`src/rtl/onn_ctrl_pkg.sv`:
```
// Shared types and sizing helpers for the ONN phase loader.
package onn_ctrl_pkg;

  localparam int unsigned ONN_ROWS = 5;
  localparam int unsigned ONN_COLS = 3;
  localparam int unsigned ONN_PW   = 4;

  typedef enum logic [2:0] {
    ST_IDLE   = 3'd0,
    ST_SHIFT  = 3'd1,
    ST_PAR    = 3'd2,
    ST_COMMIT = 3'd3,
    ST_RUN    = 3'd4,
    ST_DONE   = 3'd5
  } onn_state_e;

  // Width of the flattened phase bus.
  function automatic int unsigned onn_bus_w(input int unsigned rows,
                                            input int unsigned cols,
                                            input int unsigned pw);
    return rows * cols * pw;
  endfunction

  // Width needed to count 0..n accepted bits.
  function automatic int unsigned onn_cnt_w(input int unsigned n);
    return $clog2(n + 1);
  endfunction

endpackage

```
`src/rtl/onn_phase_loader_sipo.sv`:
```
// Shadow serial-in/parallel-out register. The first bit shifted in
// ends up at o_data[0] after N shifts.
module phase_sipo #(
  parameter int unsigned N = 60
) (
  input  logic         i_clk,
  input  logic         i_rst,
  input  logic         i_clr,
  input  logic         i_en,
  input  logic         i_bit,
  output logic [0:N-1] o_data
);

  logic [0:N-1] r_data;

  // Clear wins over shift; new bits enter at the high index.
  always_ff @(posedge i_clk or posedge i_rst) begin
    if (i_rst) begin
      r_data <= '0;
    end else if (i_clr) begin
      r_data <= '0;
    end else if (i_en) begin
      r_data <= {r_data[1:N-1], i_bit};
    end
  end

  assign o_data = r_data;

endmodule

```
`src/rtl/onn_phase_loader.sv`:
```
// ONN phase loader: serial load of the phase matrix, atomic commit onto
// the neuron phase bus, then a fixed-length run window.
// Optional build macro: ONN_LOAD_PARITY_EN adds a trailing even-parity bit.
module onn_phase_loader
  import onn_ctrl_pkg::*;
#(
  parameter int unsigned ROWS       = ONN_ROWS,
  parameter int unsigned COLS       = ONN_COLS,
  parameter int unsigned PW         = ONN_PW,
  parameter int unsigned RUN_CYCLES = 256,
  localparam int unsigned N         = onn_bus_w(ROWS, COLS, PW),
  localparam int unsigned CW        = onn_cnt_w(N)
) (
  input  logic          clk,
  input  logic          rst,
  input  logic          start,
  input  logic          abort,
  input  logic          bit_in,
  input  logic          bit_valid,
  output logic [0:N-1]  phi_out,
  output logic          run_en,
  output logic          busy,
  output logic          load_done,
  output logic          done,
  output logic [CW-1:0] bit_cnt,
  output logic          par_err
);

  localparam int unsigned RW = (RUN_CYCLES > 1) ? $clog2(RUN_CYCLES) : 1;

  onn_state_e    r_state;
  onn_state_e    w_state_d;
  logic [0:N-1]  r_phi;
  logic [0:N-1]  w_phi_d;
  logic          r_run_en;
  logic          w_run_en_d;
  logic          r_busy;
  logic          w_busy_d;
  logic          r_load_done;
  logic          w_load_done_d;
  logic          r_done;
  logic          w_done_d;
  logic [CW-1:0] r_bit_cnt;
  logic [CW-1:0] w_bit_cnt_d;
  logic [RW-1:0] r_run_cnt;
  logic [RW-1:0] w_run_cnt_d;
  logic          w_shift_en;
  logic          w_clr;
  logic [0:N-1]  w_shadow;
  logic [0:N-1]  w_full_vec;
`ifdef ONN_LOAD_PARITY_EN
  logic          r_par_err;
  logic          w_par_err_d;
  logic          r_par_acc;
  logic          w_par_acc_d;
`endif

  phase_sipo #(.N(N)) u_sipo (
    .i_clk  (clk),
    .i_rst  (rst),
    .i_clr  (w_clr),
    .i_en   (w_shift_en),
    .i_bit  (bit_in),
    .o_data (w_shadow)
  );

  // Matrix as it will look once the bit on bit_in has been accepted.
  assign w_full_vec = {w_shadow[1:N-1], bit_in};

  // Next-state and next-output decode; abort overrides everything.
  always_comb begin
    w_state_d     = r_state;
    w_phi_d       = r_phi;
    w_run_en_d    = 1'b0;
    w_load_done_d = 1'b0;
    w_done_d      = 1'b0;
    w_bit_cnt_d   = r_bit_cnt;
    w_run_cnt_d   = r_run_cnt;
    w_shift_en    = 1'b0;
    w_clr         = 1'b0;
`ifdef ONN_LOAD_PARITY_EN
    w_par_err_d   = r_par_err;
    w_par_acc_d   = r_par_acc;
`endif
    case (r_state)
      ST_IDLE: begin
        if (start) begin
          w_state_d   = ST_SHIFT;
          w_clr       = 1'b1;
          w_bit_cnt_d = '0;
`ifdef ONN_LOAD_PARITY_EN
          w_par_err_d = 1'b0;
          w_par_acc_d = 1'b0;
`endif
        end
      end
      ST_SHIFT: begin
        if (bit_valid) begin
          w_shift_en  = 1'b1;
          w_bit_cnt_d = (r_bit_cnt == CW'(N)) ? r_bit_cnt : r_bit_cnt + CW'(1);
`ifdef ONN_LOAD_PARITY_EN
          w_par_acc_d = r_par_acc ^ bit_in;
          if (r_bit_cnt == CW'(N - 1)) begin
            w_state_d = ST_PAR;
          end
`else
          if (r_bit_cnt == CW'(N - 1)) begin
            w_state_d     = ST_COMMIT;
            w_phi_d       = w_full_vec;
            w_load_done_d = 1'b1;
          end
`endif
        end
      end
      ST_PAR: begin
`ifdef ONN_LOAD_PARITY_EN
        if (bit_valid) begin
          if ((r_par_acc ^ bit_in) == 1'b0) begin
            w_state_d     = ST_COMMIT;
            w_phi_d       = w_shadow;
            w_load_done_d = 1'b1;
          end else begin
            w_state_d   = ST_IDLE;
            w_par_err_d = 1'b1;
          end
        end
`else
        w_state_d = ST_IDLE;
`endif
      end
      ST_COMMIT: begin
        w_state_d   = ST_RUN;
        w_run_en_d  = 1'b1;
        w_run_cnt_d = '0;
      end
      ST_RUN: begin
        if (r_run_cnt == RW'(RUN_CYCLES - 1)) begin
          w_state_d = ST_DONE;
          w_done_d  = 1'b1;
        end else begin
          w_run_en_d  = 1'b1;
          w_run_cnt_d = r_run_cnt + RW'(1);
        end
      end
      ST_DONE: begin
        w_state_d = ST_IDLE;
      end
      default: begin
        w_state_d = ST_IDLE;
      end
    endcase

    if (abort) begin
      w_state_d     = ST_IDLE;
      w_phi_d       = r_phi;
      w_run_en_d    = 1'b0;
      w_load_done_d = 1'b0;
      w_done_d      = 1'b0;
      w_bit_cnt_d   = r_bit_cnt;
      w_shift_en    = 1'b0;
      w_clr         = 1'b0;
`ifdef ONN_LOAD_PARITY_EN
      w_par_err_d   = r_par_err;
      w_par_acc_d   = r_par_acc;
`endif
    end

    w_busy_d = (w_state_d != ST_IDLE);
  end

  // State and registered outputs.
  always_ff @(posedge clk or posedge rst) begin
    if (rst) begin
      r_state     <= ST_IDLE;
      r_phi       <= '0;
      r_run_en    <= 1'b0;
      r_busy      <= 1'b0;
      r_load_done <= 1'b0;
      r_done      <= 1'b0;
      r_bit_cnt   <= '0;
      r_run_cnt   <= '0;
    end else begin
      r_state     <= w_state_d;
      r_phi       <= w_phi_d;
      r_run_en    <= w_run_en_d;
      r_busy      <= w_busy_d;
      r_load_done <= w_load_done_d;
      r_done      <= w_done_d;
      r_bit_cnt   <= w_bit_cnt_d;
      r_run_cnt   <= w_run_cnt_d;
    end
  end

`ifdef ONN_LOAD_PARITY_EN
  // Running parity of accepted data bits and sticky error flag.
  always_ff @(posedge clk or posedge rst) begin
    if (rst) begin
      r_par_err <= 1'b0;
      r_par_acc <= 1'b0;
    end else begin
      r_par_err <= w_par_err_d;
      r_par_acc <= w_par_acc_d;
    end
  end

  assign par_err = r_par_err;
`else
  assign par_err = 1'b0;
`endif

  assign phi_out   = r_phi;
  assign run_en    = r_run_en;
  assign busy      = r_busy;
  assign load_done = r_load_done;
  assign done      = r_done;
  assign bit_cnt   = r_bit_cnt;

endmodule

```
`config.mk`:
```
export PLATFORM = sky130hd
export DESIGN_NAME = onn_phase_loader
export DESIGN_NICKNAME = d
export VERILOG_FILES = /design/src/rtl/onn_ctrl_pkg.sv /design/src/rtl/onn_phase_loader_sipo.sv /design/src/rtl/onn_phase_loader.sv
export SDC_FILE = /design/constraint.sdc
export NUM_CORES = 1
export LEC_CHECK = 0
export ABC_AREA = 1
export BUFFER_PORTS_ARGS = -buffer_cell sky130_fd_sc_hd__buf_2
export CAP_MARGIN = 25
export CORE_ASPECT_RATIO = 1.2
export CORE_UTILIZATION = 51
export CTS_BUF_LIST = sky130_fd_sc_hd__clkbuf_16
export CTS_CLUSTER_DIAMETER = 120
export DETAILED_ROUTE_END_ITERATION = 12
export GPL_TIMING_DRIVEN = 0
export PLACE_DENSITY = 0.72
export SKIP_LAST_GASP = 1
export SLEW_MARGIN = 25
export SYNTH_ARGS = -nofsm -noshare
export SYNTH_HDL_FRONTEND = slang
export SYNTH_SLANG_ARGS = --single-unit
```
`constraint.sdc`:
```
create_clock -name clk -period 10.8 [get_ports clk]
set_input_delay 2.7 -clock clk [delete_from_list [all_inputs] [get_ports clk]]
set_output_delay 2.7 -clock clk [all_outputs]
set_load 0.005 [all_outputs]
```
# After elaboration in Yosys (flattened, before gate mapping)
# Index checks and enable logic that the tools add are counted.
# word_totals
register_bits	140
out_inout_bits	71
word_cells	60
# classes
add_sub_neg	2
eq_ne	10
muxes	30
n_bitwise	1
n_reduce_logical	8
# op_table
cell	n
59-bit two-way mux	2
6-bit two-way mux	3
8-bit case mux with 2 select lines	1
1-bit two-way mux	15
3-bit two-way mux	5
6-bit equality test, second input constant	2
3-bit case mux with 4 select lines	1
6-bit case mux with 2 select lines	1
8-bit by 1-bit adder with 8-bit output, second input constant	1
8-bit equality test, second input constant	1
8-bit two-way mux	1
2-bit inequality test, second input constant	4
6-bit by 1-bit adder with 6-bit output, second input constant	1
2-bit nonzero test	3
5-bit AND reduction	1
4-bit AND reduction	1
3-bit by 1-bit equality test with 1-bit output, second input constant	1
3-bit by 2-bit equality test with 1-bit output, second input constant	1
3-bit equality test, second input constant	1
3-bit zero test	1
3-bit nonzero test	1
1-bit case mux with 2 select lines	1
2-bit AND reduction	1
1-bit inverter	1

# Depth between registers and ports, before layout
# Gate-level depths: netlist of run 1.
# depth
ltp_word	6
depth_mapped	11
depth_no_buf	9

# Modules after synthesis
# From an unflattened synthesis of run 1, not the netlist that was laid out.
# unflattened
hier_cells	665
area_unflattened_um2	5959.5
# by_module_without_submodules
mod	instances	cells_each	area_each_um2
onn_phase_loader	1	403	3410.8
phase_sipo	1	262	2548.7

# Least setup slack after synthesis of run 1
# OpenSTA, ideal clock, no wires.
# synth_timing
kind	input to register
from	in start
to	reg u_sipo.r_data (netlist bit u_sipo.o_data[47])
setup_time_ns	0.132
arrival_ns	3.457
path_slack_ns	7.210
path_stages	6
n_path_buf	1
path_cell_list	inv_1 -> nor2_1 -> nand3_2 -> nand2_1 -> buf_2 -> o22ai_1
# synth_via
elab_chain_len	4
word_cells_on_any_way	5
# synth_rtl
element	line_no	rtl
start, declared	onn_phase_loader.sv:16	input logic start,
1-bit two-way mux *	onn_phase_loader.sv:87	if (start) begin
1-bit two-way mux *	onn_phase_loader.sv:85	case (r_state)
1-bit two-way mux *	onn_phase_loader.sv:153	if (abort) begin
59-bit two-way mux / 2-bit nonzero test (equally long branches)	--	
end signal, assigned	onn_phase_loader_sipo.sv:23	r_data <= {r_data[1:N-1], i_bit};
end, declared	onn_phase_loader_sipo.sv:14	logic [0:N-1] r_data;
# Mark *: on every way between the ends. The rest lies on a longest branch, timed or not.
# A chain may end at the register's enable or synchronous reset.

# Worst setup path after layout of run 1
# layout_timing
from	reg r_bit_cnt[0] (netlist: bit_cnt[0])
to	out bit_cnt[0]
# layout_rtl
element	line_no	rtl
start, declared	onn_phase_loader.sv:43	logic [CW-1:0] r_bit_cnt;
start signal, assigned	onn_phase_loader.sv:189	r_bit_cnt <= w_bit_cnt_d;
end, declared	onn_phase_loader.sv:25	output logic [CW-1:0] bit_cnt,
# No word-level cell between the ends.

==> run_results.csv, run 1 <==
group,metric,value,unit
critical_path,rr_endpoint,"phi_out[40]",
critical_path,cp_slowest_stage_delay,460,ps
power_and_ir_drop,power_density,158,nW/µm²
timing,grt_setup_unrepaired,"no",
synth,yosysWarningCount,0,
routing,drtPass1Iterations,5,
critical_path,r2r_start,"bit_cnt[0]",
cts,clockBufferDepth,2,
global_routing,grt_max_degree,104,
timing,min_period,3720,ps
floorplan,core_area,11000,µm²
routing,dr_wl_met2,6290,µm
worst_hold_path,whs_endpoint,"phi_out[35]",
timing,finClkSkew,3.08,ps
finish,final_cell_mix,"257 x nand2_1, 140 x dfrtp_1, 91 x buf_2, 67 x o21ai_0, 61 x inv_1",
routing,wl_per_cell,14.3,µm
place,routabilityCongestion,0.801,
timing,setup_viol,0,
critical_path,cp-end-kind,"output pin",
floorplan,die_w,99.2,µm
critical_path,path_class,"reg -> out",
power_and_ir_drop,power,1.09,mW
place,portBuffers,75,
cts,clk_pin_slew,60,ps
finish,nets,764,
synth,avgSynthCellArea,8.75,µm²
critical_path,r2r_cells,8,
timing,slew_violations,0,
power_and_ir_drop,leakage,3.73,nW
floorplan,ios,77,
routing,vias_per_cell,5.15,
routing,m1WireLength,5750,µm
timing,holdWs,471,ps
timing,setup_ws,7080,ps
finish,insertedDiodeCount,0,
synth,syn_area,5780,µm²
floorplan,die_h,119,µm
routing,ant_nets,0,
routing,first_iter_violations,258,
timing,min_period_over_period,0.345,
global_routing,grt_overflow,0,
critical_path,required,8100,ps
synth,ys_seq_area_frac,0.606,
timing,slew_headroom,0.657,
cts,h-tree-depth,4,
synth,synth_nets,669,
routing,top_layer_used,"met4",
critical_path,critPathLaunchType,"flip-flop",
cts,cts_tree,"built",
synth,yosysTopAreaCell,"dfrtp_1",
synth,yosys_register_bits,140,
synth,synth.top_cells.by_area,"dfrtp_1 61%, nand2_1 17%, o21ai_0 5.8%",
worst_hold_path,hold_class,"reg -> reg",
routing,wirelength,12800,µm
cts,cts_buffers,17,
synth,synth_top_cell_area_share,0.606,
finish,synthToLayoutAreaGrowth,18.8,%
finish,drive_gt1_frac,0.175,
cts,clock_latency,410,ps
place,dp_hpwl,9020,µm
critical_path,cp_max_fo,7,
timing,worstMarginPinSlew,515,ps
worst_hold_path,hp-start,"phi_out[35]",
critical_path,worst-path-buf-inv,1,
critical_path,critPathSlowestCell,"dfrtp_1",
flow_run,maxCapViolations,0,
worst_hold_path,min_path_cells,2,
cts,cts_hold_buf,0,
cts,clock-root-buffer,"clkbuf_16",
cts,clock_sinks,140,
critical_path,r2r_setup_slack,8980,ps
timing,finalSetupTns,0,ps
critical_path,path_delay_family,"flip-flops",
cts,cts_setup_buffers,0,
timing,final-hold-violation-count,0,
run_status,status,"finished clean",
synth,synthCells,660,
routing,wl_met3,575,µm
floorplan,fp.dieArea,11800,µm²
global_routing,antenna_found_initial,0,
cts,post_cts_resize_count,0,
global_routing,grt_usage,0.237,
timing,fmax,269,MHz
global_routing,grt_pass1_vias,4531,
place,pre_cts_ws,6810,ps
floorplan,fp-row-count,42,
routing,num_vias,4623,
synth,ys_types,25,
critical_path,arrival,1020,ps
power_and_ir_drop,peakVddDrop,0.102,mV
routing,route.detailed.drc,0,
finish,final_common_cell,"nand2_1",
floorplan,initial_utilization,0.524,
global_routing,grt_pass1_wl,21600,µm
critical_path,crit_chain,"buf_2",
==> sequential cells by signal, summed over array words and instances (netlist names) <==
signal,cells
load_done,1
u_sipo.o_data,59
phi_out,60
bit_cnt,6
busy,1
run_en,1
r_run_cnt,8
done,1
r_state,3
==> stage by stage <==
| step | std cells | util | cell area (µm²) |
|---|---|---|---|
| 3_3_place_gp | 867 | 0.573 | 6320 |
| 6_report | 898 | 0.622 | 6870 |
| 3_5_place_dp | 868 | 0.576 | 6350 |
| 5_1_grt | 898 | 0.622 | 6870 |
| 4_1_cts | 898 | 0.622 | 6870 |
| 2_1_floorplan | 660 | - | 5780 |
==> how the worst max path moves through the flow <==
stage / from / to / slack [ps] / depth (start not counted)
finish: bit_cnt[0] / bit_cnt[0] / 7080 / 1
global placement: rst / phi_out[47] / 3010 / 2
CTS: bit_cnt[0] / bit_cnt[0] / 7060 / 1
global route: bit_cnt[0] / bit_cnt[0] / 7010 / 1
floorplan: rst / bit_cnt[0] / 4350 / 1
detailed placement: start / u_sipo.o_data[41] / 6810 / 7
==> power breakdown <==
group	switching (mW)	internal, mW	leakage (nW)
Clock	0.202	0.306	0.250
Combinational	0.0317	0.0122	1.52
Sequential	0.00601	0.529	1.95
Total	0.240	0.847	3.73
==> per-layer routing <==
layer | global-route usage | up-vias
met5 | 0 | -
met4 | 0.0827 | 0
met3 | 0.0645 | 13
met2 | 0.379 | 116
met1 | 0.313 | 2243
li1 | - | 2251
==> synthesized netlist by cell type (all sizes together) <==
cell    number
o21ai       87
a21oi        5
nand4        2
a31oi        1
xor2         3
inv         64
nor2        18
clkbuf       8
ha           3
o22ai        3
dfrtp      140
conb         1
nor3         1
nand3       38
buf         25
nand2      260
o21bai       1
==> kinds of logic (layout without fill, tap and decap cells) <==
logic type               after synthesis  in the layout  share of synthesized area
AND/OR/NAND/NOR                      319            319                      0.220
flip-flops                           140            140                      0.606
AO/OA/AOI/OAI                         97             97                     0.0853
buffers and inverters                 97            203                     0.0762
adder cells (fa/ha/maj)                3              3                    0.00650
XOR/XNOR                               3              3                    0.00455
other                                  1              1                   0.000649
==> layout make-up <==
type / instances / area [µm²]
clock inverters: 13 / 86.3
inverters: 64 / 248
flip-flops and latches: 140 / 3500
well taps: 132 / 165
fillers: 912 / 4170
multi-input cells: 423 / 1830
repair buffers: 76 / 403
plain buffers: 33 / 200
clock buffers: 17 / 425
(Power assumes the default switching activity.)
==> run 2: changes to the inputs <==
ABC_AREA = 0   (was 1)
PLACE_DENSITY = 0.75   (was 0.72)
clock period = 3 ns   (was 10.8 ns; I/O delays follow)
==> run_results.csv, run 2 <==
group,metric,value,unit
power_and_ir_drop,power_density,611,nW/µm²
finish,insertedDiodeCount,0,
critical_path,path_class,"reg -> reg",
global_routing,globalRoute.busiestLayer,"met2",
floorplan,initial_utilization,0.530,
global_routing,grt_overflow,0,
synth,yosysWarningCount,0,
routing,drtPass1Iterations,9,
power_and_ir_drop,p_sw,0.870,mW
finish,synthToLayoutAreaGrowth,22.0,%
run_status,violations,"design-rule violations",
global_routing,grt_max_degree,35,
cts,clock_sinks,140,
floorplan,core_area,10600,µm²
synth,synthCells,490,
cts,h-tree-depth,4,
place,dp_hpwl,7340,µm
finish,drive_gt1_frac,0.296,
critical_path,arrival,2300,ps
global_routing,antenna_found_initial,0,
timing,final-hold-violation-count,0,
power_and_ir_drop,swShare,0.208,
routing,route.detailed.drc,16,
finish,final_core_util,0.646,
timing,min_period_over_period,0.669,
power_and_ir_drop,p_comb_frac,0.033,
timing,grt_setup_unrepaired,"no",
timing,slew_violations,0,
critical_path,crit_chain,"nor3_2 -> and3_1 -> buf_4 -> nand3_4 -> buf_4 -> mux2_1",
floorplan,die_w,97.9,µm
critical_path,required,3290,ps
place,dp.cells,698,
power_and_ir_drop,peakVddDrop,0.334,mV
routing,ant_nets,0,
critical_path,cp-end-kind,"flip-flop",
synth,async_flop_share,1.00,
floorplan,die_h,117,µm
power_and_ir_drop,sequentialPowerShare,0.457,
synth,syn_area,5620,µm²
finish,nets,597,
finish,largest_reg_flops,60,
power_and_ir_drop,p_int,3.32,mW
run_status,status,"finished with violations",
floorplan,ios,77,
synth,avgSynthCellArea,11.5,µm²
place,portBuffers,75,
flow_run,maxCapViolations,0,
synth,synthTopCellsByCount,"140 x dfrtp_1, 120 x nand2_1, 63 x a21oi_1, 57 x mux2_2, 21 x clkbuf_1",
cts,cts_hold_buf,0,
synth,yosysMostFrequentCell,"dfrtp_1",
timing,min_period,2010,ps
global_routing,grt_usage,0.204,
timing,worstMarginPinSlew,635,ps
synth,synth_ff_type,"dfrtp_1",
place,routabilityCongestion,0.825,
synth,synth.top_cells.by_area,"dfrtp_1 62%, mux2_2 11%, nand2_1 8.0%",
timing,finClkSkew,9.92,ps
timing,finalSetupTns,0,ps
critical_path,cp_slowest_stage_delay,450,ps
global_routing,use_met1,0.246,
power_and_ir_drop,leakage,3.49,nW
finish,nFillCells,819,
floorplan,fp-row-count,41,
cts,cts_setup_buffers,0,
critical_path,cpMostUsedCell,"buf_4",
global_routing,grt_pass1_vias,3824,
global_routing,grt_util_met2,0.353,
synth,yosysTopAreaCell,"dfrtp_1",
routing,wirelength,10800,µm
cts,clk_pin_slew,60,ps
cts,clock-root-buffer,"clkbuf_16",
synth,ys_types,41,
routing,num_vias,3944,
critical_path,r2r_cells,6,
critical_path,worst-path-buf-inv,2,
cts,post_cts_resize_count,0,
synth,synth-edff-count,0,
routing,wl_per_cell,14.7,µm
synth,synth_top_cell_area_share,0.623,
finish,final_cell_mix,"140 x dfrtp_1, 120 x nand2_1, 76 x buf_2, 63 x a21oi_1, 57 x mux2_2",
synth,synth_nets,499,
synth,ys_seq_area_frac,0.623,
routing,first_iter_violations,162,
critical_path,cp_max_fo,10,
global_routing,met3_usage,0.0576,
critical_path,crit_cells,6,
cts,clockBufferDepth,2,
timing,fmax,498,MHz
critical_path,path_delay_family,"simple AND/OR/NAND/NOR gates",
critical_path,critPathLaunchType,"flip-flop",
synth,yosys_register_bits,140,
global_routing,grt_pass1_wl,18000,µm
routing,vias_per_cell,5.40,
critical_path,critPathSlowestCell,"dfrtp_1",
cts,clock_latency,410,ps
worst_hold_path,hold_class,"in -> async",
floorplan,fp.dieArea,11500,µm²
timing,slew_headroom,0.576,
cts,cts_buffers,17,
finish,stdcell_count,730,
cts,cts_tree,"built",
finish,final_common_cell,"dfrtp_1",
power_and_ir_drop,clockPowerShare,0.510,
timing,setup_viol,0,
==> run 2: final timing paths <==
path,from,endpoint,slack (ps)
min in group clk,phi_out[21],phi_out[21],490
hold reg to reg,phi_out[21],phi_out[21],490
hold / removal,rst,phi_out[42],420
setup reg to reg,r_state[1],phi_out[50],990
setup / recovery,r_state[1],phi_out[50],990
max in group asynchronous,rst,phi_out[10],1790
==> run 2: layout make-up <==
class	instances	area, µm²	area share
clock buffers	17	425	0.0620
clock inverters	15	181	0.0265
flip-flops and latches	140	3500	0.511
multi-input cells	311	1920	0.280
repair buffers	79	463	0.0675
well taps	129	161	0.0235
plain buffers	30	163	0.0237
inverters	9	37.5	0.00547
==> run 2: power by group through the flow <==
stage | sequential (mW) | clock (mW) | combinational [mW]
6_report | 1.91 | 2.13 | 0.140
5_1_grt | 1.91 | 2.25 | 0.162
4_1_cts | 1.91 | 2.17 | 0.144
3_5_place_dp | 1.95 | 0 | 0.143
3_3_place_gp | 1.95 | 0 | 0.122
2_1_floorplan | 1.95 | 0 | 0.0859
==> run 2: cells by family after synthesis <==
logic type	synth area share
compound gates	0.0850
fa+ha+maj	0.00668
buf+inv	0.0349
flops	0.623
mux	0.128
other cells	0.000667
simple gates	0.122
==> run 2: layer usage <==
layer | wire (µm) | vias up
li1 | - | 1869
met1 | 4720 | 1973
met2 | 5460 | 91
met3 | 473 | 11
met4 | 100 | 0
met5 | 0 | -
==> run 2: worst reg2reg max path, stage by stage (launching register included) <==
cell     delay (ps)
dfrtp_1         450
nor3_2          310
and3_1          190
buf_4           190
nand3_4         190
buf_4           250
mux2_1          310
==> run 2: metrics by stage <==
step / setup slack (ps) / instance area (µm²) / hold WS [ps] / power [mW]
final: 992 / 6860 / 424 / 4.19
after global routing: 787 / 6860 / 450 / 4.32
after CTS: 970 / 6860 / 426 / 4.23
after detailed placement: 597 / 6250 / 481 / 2.09
after global placement: -253 / 6160 / 478 / 2.07
after floorplan: 501 / 5630 / 480 / 2.03
